===== src/rtl/alu_result_buffer.sv =====
// Capture FIFO for ALU transactions with valid/ready replay and a saturating drop counter.
// Optional ALU_FLAGS_EN adds out_zero/out_parity flags stored with each entry.
module alu_result_buffer #(
    parameter int unsigned WIDTH = 4,
    parameter int unsigned SEL_W = 3,
    parameter int unsigned DEPTH = 4,
    parameter int unsigned CNT_W = 8
) (
    input  logic                     clk,
    input  logic                     rst,
    input  logic                     in_valid,
    output logic                     in_ready,
    input  logic [WIDTH-1:0]         A,
    input  logic [WIDTH-1:0]         B,
    input  logic [SEL_W-1:0]         sel,
    input  logic [WIDTH-1:0]         result,
    output logic                     out_valid,
    input  logic                     out_ready,
    output logic [WIDTH-1:0]         out_A,
    output logic [WIDTH-1:0]         out_B,
    output logic [SEL_W-1:0]         out_sel,
    output logic [WIDTH-1:0]         out_result,
    output logic [$clog2(DEPTH):0]   count,
    output logic [CNT_W-1:0]         drop_cnt
`ifdef ALU_FLAGS_EN
    ,
    output logic                     out_zero,
    output logic                     out_parity
`endif
);

    localparam int unsigned PTR_W = $clog2(DEPTH);
    localparam int unsigned CW    = PTR_W + 1;

    typedef struct packed {
        logic [WIDTH-1:0] a;
        logic [WIDTH-1:0] b;
        logic [SEL_W-1:0] sel;
        logic [WIDTH-1:0] result;
`ifdef ALU_FLAGS_EN
        logic             zero;
        logic             parity;
`endif
    } entry_t;

    entry_t           mem [DEPTH];
    entry_t           wr_entry;
    entry_t           head;
    logic [PTR_W-1:0] wr_ptr;
    logic [PTR_W-1:0] rd_ptr;
    logic             push;
    logic             pop;

    // Handshake flags come straight from occupancy; no pointer comparison.
    assign in_ready  = (count != CW'(DEPTH));
    assign out_valid = (count != '0);
    assign push      = in_valid && in_ready;
    assign pop       = out_valid && out_ready;

    always_comb begin
        wr_entry        = '0;
        wr_entry.a      = A;
        wr_entry.b      = B;
        wr_entry.sel    = sel;
        wr_entry.result = result;
`ifdef ALU_FLAGS_EN
        wr_entry.zero   = (result == '0);
        wr_entry.parity = ^result;
`endif
    end

    // Storage is deliberately left out of reset.
    always_ff @(posedge clk) begin
        if (push) begin
            mem[wr_ptr] <= wr_entry;
        end
    end

    always_ff @(posedge clk or posedge rst) begin
        if (rst) begin
            wr_ptr   <= '0;
            rd_ptr   <= '0;
            count    <= '0;
            drop_cnt <= '0;
        end else begin
            if (push) begin
                wr_ptr <= wr_ptr + PTR_W'(1);
            end
            if (pop) begin
                rd_ptr <= rd_ptr + PTR_W'(1);
            end
            if (push && !pop) begin
                count <= count + CW'(1);
            end else if (pop && !push) begin
                count <= count - CW'(1);
            end
            if (in_valid && !in_ready && (drop_cnt != '1)) begin
                drop_cnt <= drop_cnt + CNT_W'(1);
            end
        end
    end

    // Head entry is masked to zero while empty so stale storage never leaks out.
    always_comb begin
        head = '0;
        if (out_valid) begin
            head = mem[rd_ptr];
        end
    end

    assign out_A      = head.a;
    assign out_B      = head.b;
    assign out_sel    = head.sel;
    assign out_result = head.result;
`ifdef ALU_FLAGS_EN
    assign out_zero   = head.zero;
    assign out_parity = head.parity;
`endif

endmodule


===== config.mk =====
export PLATFORM = sky130hd
export DESIGN_NAME = alu_result_buffer
export DESIGN_NICKNAME = d
export VERILOG_FILES = /design/src/rtl/alu_result_buffer.sv
export SDC_FILE = /design/constraint.sdc
export NUM_CORES = 1
export LEC_CHECK = 0
export ABC_CLOCK_PERIOD_IN_PS = 2440
export CORE_ASPECT_RATIO = 0.6
export CORE_MARGIN = 2
export CORE_UTILIZATION = 53
export DETAILED_ROUTE_END_ITERATION = 8
export PLACE_DENSITY_LB_ADDON = 0.05
export SLEW_MARGIN = 20
export SYNTH_ARGS = -nofsm -noshare
export SYNTH_HDL_FRONTEND = slang
export SYNTH_SLANG_ARGS = --single-unit

===== constraint.sdc =====
create_clock -name clk -period 2.44 [get_ports clk]
set_clock_uncertainty 0.1 [all_clocks]
set_input_delay 0.488 -clock clk [delete_from_list [all_inputs] [get_ports clk]]
set_output_delay 0.488 -clock clk [all_outputs]
set_load 0.1 [all_outputs]

* Yosys cells after proc, flatten, opt, wreduce, memory -nomap -nowiden
Memories as Yosys holds them, arrays and structs flattened.
Index checks and enable logic that the tools add are counted.
W data, S select, Z words.
** Storage, ports and cells
- Output and inout port bits :: 28
- Bits in latches :: 0
- Memory bits (read-only) :: 0
- Memory bits (writable) :: 60
- Bits in registers :: 15
- Memories kept :: 1
** Memory list
- mem :: words 4, bits a word 15, read ports 1, clocked after memory_dff 0, wr ports 1, line 46 : entry_t mem [DEPTH];
** Operators by class
- Reductions and logical operators :: 11
- Equal/unequal tests :: 2
- Multiplexer cells :: 5
- Multipliers :: 0
- Order comparisons :: 0
- Div/mod/pow operators :: 0
- Shift-type cells :: 0
- Add/sub/neg operators :: 5
- Bitwise operators :: 0
** Operator list (count)
- $mux W15 :: 1
- $add A8 B1 Y8 const B :: 1
- $ne A8 B8 Y1 const B :: 1
- $logic_and A1 B1 Y1 :: 6
- $mux W3 :: 2
- $add A2 B1 Y2 const B :: 2
- $add A3 B1 Y3 const B :: 1
- $logic_not A1 Y1 :: 3
- $ne A3 B3 Y1 const B :: 1
- $reduce_bool A3 Y1 :: 1
- $sub A3 B1 Y3 const B :: 1
- $mux W1 :: 2
- $reduce_bool A2 Y1 :: 1

* Longest topological paths before layout
Gate-level depths: netlist of the first run.
- Depth after elaboration :: 6
- Mapped depth :: 9

* Least setup slack after synthesis of the first run
Ideal clock, no wire load.
- Path kind :: flip-flop to output port
- Start :: register count[0]
- End :: output port out_A[0]
- Arrival time :: 3.256 ns
- Required time :: 1.852 ns
- Path slack :: -1.404 ns
- Cell stages (with the launch flop) :: 5
- Cells stage by stage :: dfrtp_1 -> or3_1 -> clkbuf_1 -> clkbuf_1 -> and2_1
** Between the ends
- Longest elaborated chain between the ends :: 2
** RTL lines
- from (decl) :: line 23 : output logic [$clog2(DEPTH):0] count,
- from (signal assigned) :: line 93 : count <= count + CW'(1);
- from (signal assigned) :: line 95 : count <= count - CW'(1);
- $reduce_bool A3 Y1 :: line 56 : assign out_valid = (count != '0);
- named net out_valid :: line 17 : output logic out_valid,
- $mux W15 :: line 106 : if (out_valid) begin
- to (decl) :: line 19 : output logic [WIDTH-1:0] out_A,
The timed path passes the listed nets, and every way through them passes these cells.

* Final worst setup path of the first run
- Start :: register rd_ptr[0]
- End :: output port out_result[0]
** Between the ends
- Longest elaborated chain between the ends :: 2
** RTL lines
- from (decl) :: line 50 : logic [PTR_W-1:0] rd_ptr;
- from (signal assigned) :: line 90 : rd_ptr <= rd_ptr + PTR_W'(1);
- $mem_v2 Z4 W15
- $mux W15 :: line 106
- to (decl) :: line 22 : output logic [WIDTH-1:0] out_result,
No other way between the ends.

==> results of run 1 <==
## final cells by class
class                           count  area [sq um]
Sequential cell                    75          2191
Inverter                            5         18.77
Clock inverter                      3         15.01
Timing Repair Buffer               52         676.9
Clock buffer                       13         158.9
Fill cell                         369          1551
Tap cell                           80         100.1
Multi-Input combinational cell     80         910.9
## sequential cells by signal, indices dropped and copies added (netlist names)
name and flops:
drop_cnt 8, count 3, mem 60, rd_ptr 2, wr_ptr 2
## worst max-delay path: stages, from the launching register on
cell and delay [ns]:
dfrtp_2 0.45, buf_6 0.17, mux4_2 0.50, and2_4 0.19
buf_12 0.16
## path summary, 6_finish.rpt
check	start	cells past startpoint	end	slack, ns
max	rd_ptr[0]	4	out_result[0]	0.04
min	rst	2	drop_cnt[5]	0.41
max reg2reg	count[2]	8	count[2]	0.19
min reg2reg	drop_cnt[6]	1	drop_cnt[6]	0.43
max in group asynchronous	rst	2	count[2]	1.39
min in group clk	drop_cnt[6]	1	drop_cnt[6]	0.43
## cells in the mapped netlist, types with 2 or more instances
| library cell | count |
|---|---|
| edfxtp_1 | 60 |
| and2_1 | 16 |
| dfrtp_1 | 15 |
| mux4_2 | 15 |
| xnor2_1 | 7 |
| ha_1 | 6 |
| inv_1 | 5 |
| mux2_2 | 5 |
| and3_2 | 4 |
| buf_2 | 3 |
| nand3_1 | 3 |
| nand4_1 | 3 |
| buf_6 | 2 |
| clkbuf_1 | 2 |
| nand2_1 | 2 |
| xor2_1 | 2 |
## stage by stage
step / TNS, ns / utilization, % / hold slack, ns
floorplan: -0.1029 / - / 0.2895
global placement: 0 / 67.96 / 0.3968
detailed placement: 0 / 67.96 / 0.4156
CTS: 0 / 71.21 / 0.4207
global route: -0.1112 / 72.41 / 0.4520
finish: 0 / 72.41 / 0.4108
## cell families after synthesis
group                      count (synthesis)  share of synthesized area [%]
AOI/OAI and AO/OA                          6                          1.208
xor gates and xnor gates                   9                          2.537
adders and majority gates                  7                          3.061
buffers and inverters                     12                          2.054
DFF                                       75                          70.08
muxes                                     21                          13.17
and+or+nand+nor                           37                          7.894
## per-layer routing
metal	wire (um)	part of all wire, %	global-route usage (%)
met2	2904	51	31.05
met4	54	0.94	5.428
met1	2481	43	26.43
met3	302	5.3	7.325
met5	0	0	0
## what timing repair did
item | 4_1_cts | 5_1_grt
gates resized for setup | 3 | 8
gates cloned | 0 | 1
setup endpoints to repair | 15 | 11
pin swaps | 0 | 2
buffers inserted | 0 | 2
==> metrics.md, run 1 <==
| Metric | Value |
|---|---|
| Run status | `completed` |
| Top cell type's share of synthesized area | `between 50% and 60%` |
| Port bufs | `46` |
| Crit path capture type | `output pin` |
| Post-Route WL | `5742 um` |
| Ys flop type | `edfxtp_1` |
| Vias/cell | `approximately 5.4` |
| Most area-consuming cells after synthesis | `edfxtp_1, dfrtp_1, mux4_2, and2_1, ha_1` |
| First-pass GRT wire length | `a little over 9000 um` |
| CP arrival | `1.81 ns` |
| Setup WS post-layout | `approximately 0.042 ns` |
| Hold WC Path Type | `input port to async pin` |
| Post-Place Cells | `a little under 300` |
| Total congestion overflow | `0` |
| DRT Pass-1 Iters | `6` |
| # setup viols final | `0` |
| Layout Nets | `249` |
| Post-synthesis async set-or-reset flop share | `20.00%` |
| GR Util All Layers | `19.81%` |
| Sink Count | `75` |
| DP Wirelength | `between 3000 and 4000 um` |
| Initial Utilization | `a little under three fifths` |
| Worst slew margin | `60.12%` |
| Clock Tree Buf Depth | `2` |
| Ys Warns | `0` |
| GPL Wtd Cong | `0.8346` |
| Post-synth EDFFs | `60` |
| Post-synthesis sequential area ratio | `70.08%` |
| Max_cap viols | `0` |
| CTS Hold Buffers Added | `0` |
| Synth area leader | `edfxtp_1` |
| Die X | `102.8 um` |
| Root buf cell | `clkbuf_8` |
| ANT nets after route | `0` |
| Area growth, synth to finish | `31.05%` |
| Crit path kind | `register to output pin` |
| Starting DRT DRC Count | `63` |
| Final Critical Period | `about 2.4 ns` |
| CTS H-tree depth | `3` |
| Worst Path Required | `~1.9 ns` |
| Cells after Synth | `roughly 170` |
| Most common cell after layout, fill and taps aside | `edfxtp_1` |
| Placed instance area | `approximately 3800 sq um` |
| Crit path max fanout | `6` |
| Post-synthesis cell area | `between 3000 and 4000 sq um` |
| Unrepaired setup endpoints after global routing | `yes` |
| Placeable Area | `~5600 sq um` |
| Largest net degree at the start of global routing | `18` |
| Fin crit share | `98.30%` |
| Full die area | `between 6000 and 7000 sq um` |
| Crit start category | `register` |
| Share of cells above drive strength 1 | `about two fifths` |
| Worst-margin pin slew | `around 0.60 ns` |
| Worst-skew pair later-pin latency | `approximately 0.34 ns` |
| Die H | `63.31 um` |
| Vias in the first global route | `1,801` |
| Slew Limit Fails | `0` |
| Most frequent cells in the layout | `edfxtp_1, clkdlybuf4s50_1, buf_12` |
| CTS tree | `built` |
| Yosys cell types | `33` |
| CTS Buf Count | `9` |
| Syn_area_per_cell | `around 19 sq um` |
| Drt drc | `0` |
| DR WL/cell | `18.64 um` |
| Syn Nets | `just under 200` |
| Initial antenna violation count | `0` |
| Synth Register Bits | `75` |
| Final cell count without fillers | `308` |
| Clk slew on worst S/H paths | `0.07 ns` |
| Peak Freq | `between 400 and 500 MHz` |
| Fin area | `approximately 4100 sq um` |
| Final Hold Vio Count | `0` |
| Via count | `between 1,500 and 2,000` |
| FP Rows | `21` |
| IO Pins | `47` |
| Inserted Diodes | `0` |
| Worst slack, placed | `~0.034 ns` |
Power of run 1 is left out: the tool's default activity adds up to more than one toggle a clock period on the data nets, which glitch-free logic cannot reach.
==> run 2: changes to the inputs <==
--- a/config.mk
+++ b/config.mk
@@ -6,7 +6,7 @@
 export NUM_CORES = 1
 export LEC_CHECK = 0
 export ABC_CLOCK_PERIOD_IN_PS = 2440
-export CORE_ASPECT_RATIO = 0.6
+export CORE_ASPECT_RATIO = 0.7
 export CORE_MARGIN = 2
 export CORE_UTILIZATION = 53
 export DETAILED_ROUTE_END_ITERATION = 8
==> metrics.md, run 2 (same netlist as run 1, synthesis figures left out) <==
| Metric | Value |
|---|---|
| Starting DRT DRC Count | `75 (was 63)` |
| GR Util All Layers | `18.33% (was 19.81%)` |
| Worst-skew pair later-pin latency | `0.33 ns (was 0.34 ns)` |
| Most common cell after layout, fill and taps aside | `edfxtp_1 (unchanged)` |
| Crit path max fanout | `7 (was 6)` |
| Clk slew on worst S/H paths | `0.07 ns (about the same)` |
| FP Rows | `23 (was 21)` |
| Worst Path Required | `1.85 ns (about the same)` |
| ANT nets after route | `0 (unchanged)` |
| Vias in the first global route | `1,668 (was 1,801)` |
| Inserted Diodes | `0 (unchanged)` |
| Sink Count | `75 (unchanged)` |
| Total congestion overflow | `0 (unchanged)` |
| Fin crit share | `97.35% (was 98.30%)` |
| Worst slew margin | `59.39% (was 60.12%)` |
| GPL Wtd Cong | `0.7790 (was 0.8346)` |
| Crit path to | `out_B[0] (was out_result[0])` |
| Worst R2R Path Depth | `8 (unchanged)` |
| DRT Pass-1 Iters | `4 (was 6)` |
| DR WL/cell | `17.98 um (was 18.64 um)` |
| Peak Freq | `421.0 MHz (was 416.9 MHz)` |
| Final Hold Vio Count | `0 (unchanged)` |
| Fin area | `4075 sq um (was 4071 sq um)` |
| Most flop-heavy register | `mem (unchanged)` |
| Vias/cell | `5.395 (was 5.425)` |
| Crit start category | `register (unchanged)` |
| Setup WS post-layout | `0.06460 ns (was 0.04152 ns)` |
| Die X | `95.51 um (was 102.8 um)` |
| Unrepaired setup endpoints after global routing | `no (was yes)` |
| Most frequent cells in the layout | `edfxtp_1, clkdlybuf4s50_1, buf_12 (unchanged)` |
| Slew Limit Fails | `0 (unchanged)` |
| IO Pins | `47 (unchanged)` |
| Worst R2R Start | `count[2] (unchanged)` |
| Top Registers | `mem: 60 flops, drop_cnt: 8 flops, count: 3 flops (unchanged)` |
| Share of cells above drive strength 1 | `42.48% (was 41.67%)` |
| Port bufs | `46 (unchanged)` |
| Root buf cell | `clkbuf_8 (unchanged)` |
| Reg2Reg Setup Slack | `0.19 ns (about the same)` |
| First-pass GRT wire length | `8252 um (was 9142 um)` |
| Layout Nets | `247 (was 249)` |
| Worst slack, placed | `0.05136 ns (was 0.03355 ns)` |
| CTS H-tree depth | `3 (unchanged)` |
| Crit path launch | `rd_ptr[0] (unchanged)` |
| Via count | `1,624 (was 1,671)` |
| Final Critical Period | `2.375 ns (was 2.398 ns)` |
| Initial antenna violation count | `0 (unchanged)` |
| # setup viols final | `0 (unchanged)` |
| CTS Hold Buffers Added | `0 (unchanged)` |
| Drt drc | `0 (unchanged)` |
| Worst-margin pin slew | `0.6084 ns (was 0.5976 ns)` |
| Hold WC Path Type | `input port to async pin (unchanged)` |
| DP Wirelength | `3591 um (was 3831 um)` |
| Full die area | `6500 sq um (was 6510 sq um)` |
| # fillers | `359 (was 369)` |
| Clock Tree Buf Depth | `2 (unchanged)` |
| Crit path capture type | `output pin (unchanged)` |
| CTS tree | `built (unchanged)` |
| Largest net degree at the start of global routing | `18 (unchanged)` |
| CTS Buf Count | `9 (unchanged)` |
| Run status | `completed (unchanged)` |
| Area growth, synth to finish | `31.17% (was 31.05%)` |
| Post-Route WL | `5411 um (was 5742 um)` |
| Largest register FFs | `60 (unchanged)` |
| Crit path kind | `register to output pin (unchanged)` |
| CP arrival | `1.79 ns (was 1.81 ns)` |
| FF-to-FF End | `count[2] (unchanged)` |
| Die H | `68.06 um (was 63.31 um)` |
| Setup_tns | `0 ns (unchanged)` |
| Max_cap viols | `0 (unchanged)` |
| Initial Utilization | `54.52% (was 55.25%)` |
| Placeable Area | `5698 sq um (was 5623 sq um)` |
| Placed instance area | `3820 sq um (was 3821 sq um)` |
[run 2: timing repair]
item | 4_1_cts | 5_1_grt
resized for setup | 2 | 8
setup endpoints to repair | 15 | 12
pin swaps | 0 | 4
setup buffers | 1 | 0
gates cloned | 0 | 1
[run 2: area by class of cell]
| cell class | count | area (sq um) | area share (%) |
|---|---|---|---|
| Timing Repair Buffer | 50 | 658.1 | 16.15 |
| Multi-Input combinational cell | 80 | 918.4 | 22.54 |
| Clock inverter | 5 | 53.80 | 1.320 |
| Sequential cell | 75 | 2191 | 53.76 |
| Clock buffer | 11 | 141.4 | 3.469 |
| Inverter | 5 | 18.77 | 0.4605 |
| Tap cell | 75 | 93.84 | 2.303 |
[run 2: critical path, stage by stage, from the launching register on]
cell and delay [ns]:
dfrtp_2 0.44, clkbuf_16 0.19, mux4_2 0.49, and2_4 0.18, buf_12 0.16
[run 2: worst min-delay path by stage]
stage	endpoint	slack, ns	cells past startpoint
floorplan	drop_cnt[0]	0.29	1
global placement	drop_cnt[6]	0.40	1
detailed placement	count[2]	0.43	1
CTS	count[0]	0.44	2
global route	count[2]	0.46	2
finish	count[1]	0.43	2
[run 2: through the flow]
step                cells  util, %  hold slack, ns
detailed placement    283    67.04          0.4343
floorplan             167        -          0.2895
finish                301    71.52          0.4296
CTS                   300    70.69          0.4432
global placement      283    67.04          0.3987
global route          301    71.52          0.4571
[run 2: layer usage]
metal / track usage (%) / vias to the layer above / part of all wire [%]
li1: - / 753 / -
met4: 7.143 / 0 / 1.2
met1: 23.53 / 815 / 43
met5: 0 / - / 0
met2: 29.67 / 48 / 51
met3: 5.947 / 8 / 5.5
Power of run 2 is left out for the same reason.
==> run 3: changes to the inputs <==
==> constraint.sdc (replaced) <==
create_clock -name clk -period 2.44 [get_ports clk]
set_clock_uncertainty 0.1 [all_clocks]
set_input_delay 0.244 -clock clk [delete_from_list [all_inputs] [get_ports clk]]
set_output_delay 0.244 -clock clk [all_outputs]
set_load 0.1 [all_outputs]
==> metrics.md, run 3 (same netlist as run 1, synthesis figures left out) <==
| Metric | Value |
|---|---|
| Run status | `completed (unchanged)` |
| DR WL/cell | `18.59 um (was 17.98 um)` |
| Post-Route WL | `5596 um (was 5411 um)` |
| Sink Count | `75 (unchanged)` |
| Initial antenna violation count | `0 (unchanged)` |
| Slew Limit Fails | `0 (unchanged)` |
| Setup_tns | `0 ns (unchanged)` |
| Crit path max fanout | `5 (was 7)` |
| Reg2Reg Setup Slack | `0.07 ns (was 0.19 ns)` |
| Initial Utilization | `54.52% (unchanged)` |
| Full die area | `6500 sq um (unchanged)` |
| Fin crit share | `97.17% (was 97.35%)` |
| Starting DRT DRC Count | `111 (was 75)` |
| Total congestion overflow | `0 (unchanged)` |
| GPL Wtd Cong | `0.7239 (was 0.7790)` |
| Inserted Diodes | `0 (unchanged)` |
| FP Rows | `23 (unchanged)` |
| Final Hold Vio Count | `0 (unchanged)` |
| DRT Pass-1 Iters | `4 (unchanged)` |
| Most common cell after layout, fill and taps aside | `edfxtp_1 (unchanged)` |
| Largest net degree at the start of global routing | `18 (unchanged)` |
| Vias in the first global route | `1,714 (was 1,668)` |
| Clk slew on worst S/H paths | `0.07 ns (about the same)` |
| Placeable Area | `5698 sq um (unchanged)` |
| CTS Buf Count | `9 (unchanged)` |
| DP Wirelength | `3820 um (was 3591 um)` |
| Post-CTS Setup Inserts | `0 (was 1)` |
| Via count | `1,661 (was 1,624)` |
| Layout Nets | `247 (unchanged)` |
| CTS H-tree depth | `3 (unchanged)` |
| Worst-margin pin slew | `0.5638 ns (was 0.6084 ns)` |
| Area growth, synth to finish | `28.39% (was 31.17%)` |
| Largest register FFs | `60 (unchanged)` |
| Hold WC Path Type | `input port to async pin (unchanged)` |
| Placed instance area | `3815 sq um (was 3820 sq um)` |
| Most flop-heavy register | `mem (unchanged)` |
| Vias/cell | `5.518 (was 5.395)` |
| GR Util All Layers | `18.88% (was 18.33%)` |
| Crit path capture type | `register (was output pin)` |
| Worst-skew pair later-pin latency | `0.33 ns (about the same)` |
| CTS tree | `built (unchanged)` |
| Crit start category | `register (unchanged)` |
| CP arrival | `2.52 ns (was 1.79 ns)` |
| Die H | `68.06 um (unchanged)` |
| Root buf cell | `clkbuf_8 (unchanged)` |
| Most frequent cells in the layout | `edfxtp_1, clkdlybuf4s50_1, buf_12, buf_4, mux4_2 (was edfxtp_1, clkdlybuf4s50_1, buf_12)` |
| Port bufs | `46 (unchanged)` |
| IO Pins | `47 (unchanged)` |
| Fin area | `3989 sq um (was 4075 sq um)` |
| Worst slew margin | `62.37% (was 59.39%)` |
| Die X | `95.51 um (unchanged)` |
| Drt drc | `0 (unchanged)` |
| Unrepaired setup endpoints after global routing | `no (unchanged)` |
| Clock Tree Buf Depth | `2 (unchanged)` |
| Top Registers | `mem: 60 flops, drop_cnt: 8 flops, count: 3 flops (unchanged)` |
| ANT nets after route | `0 (unchanged)` |
| Crit path kind | `register to register (was register to output pin)` |
| Max_cap viols | `0 (unchanged)` |
| Final Critical Period | `2.371 ns (was 2.375 ns)` |
| First-pass GRT wire length | `8549 um (was 8252 um)` |
| # setup viols final | `0 (unchanged)` |
| Share of cells above drive strength 1 | `39.38% (was 42.48%)` |
| Peak Freq | `421.8 MHz (was 421.0 MHz)` |
| Worst Path Required | `2.59 ns (was 1.85 ns)` |
## run 3: area by class of cell
type                            instances  area, sq um
Fill cell                             361         1709
Clock buffer                           12        145.1
Multi-Input combinational cell         80        895.9
Clock inverter                          4        26.28
Timing Repair Buffer                   50        620.6
Tap cell                               75        93.84
Inverter                                5        18.77
Sequential cell                        75         2188
## run 3: per-stage QoR
stage               setup WS [ns]  cells  utilization [%]  hold slack, ns
floorplan                -0.08474    167                -         0.04554
global placement           0.2287    285            66.95          0.4002
detailed placement        0.07844    285            66.95          0.4128
CTS                       0.03309    301            69.96          0.1746
global route             0.003772    301            70.00          0.2225
finish                    0.06906    301            70.00          0.1655
## run 3: layer usage
layer / share of wire, % / wire length [um] / track usage (%)
met5: 0 / 0 / 0
met1: 43 / 2410 / 23.49
met4: 1.1 / 62 / 7.321
met3: 4.9 / 272 / 5.947
met2: 51 / 2850 / 31.60
## run 3: what timing repair did
| item | CTS | global route |
|---|---|---|
| hold buffers | 0 | 0 |
| endpoints found under the setup margin | 0 | 1 |
| hold endpoints to repair | 0 | 0 |
| resized for setup | 0 | 1 |
## run 3: path summary, 6_finish.rpt
kind	startpoint	to	cells past startpoint
max reg2reg	count[2]	count[2]	8
max in group asynchronous	rst	count[1]	2
min in group clk	drop_cnt[6]	drop_cnt[6]	1
max	count[2]	count[2]	8
min	rst	count[0]	2
min reg2reg	drop_cnt[6]	drop_cnt[6]	1
## run 3: critical path, cell delays in order, from the launching register on
cell	delay, ns
dfrtp_4	0.51
or3_1	0.43
nand2_2	0.13
ha_4	0.15
inv_2	0.04
fa_1	0.43
xor2_1	0.16
nor2_1	0.15
xor2_1	0.19
Power of run 3 is left out for the same reason.
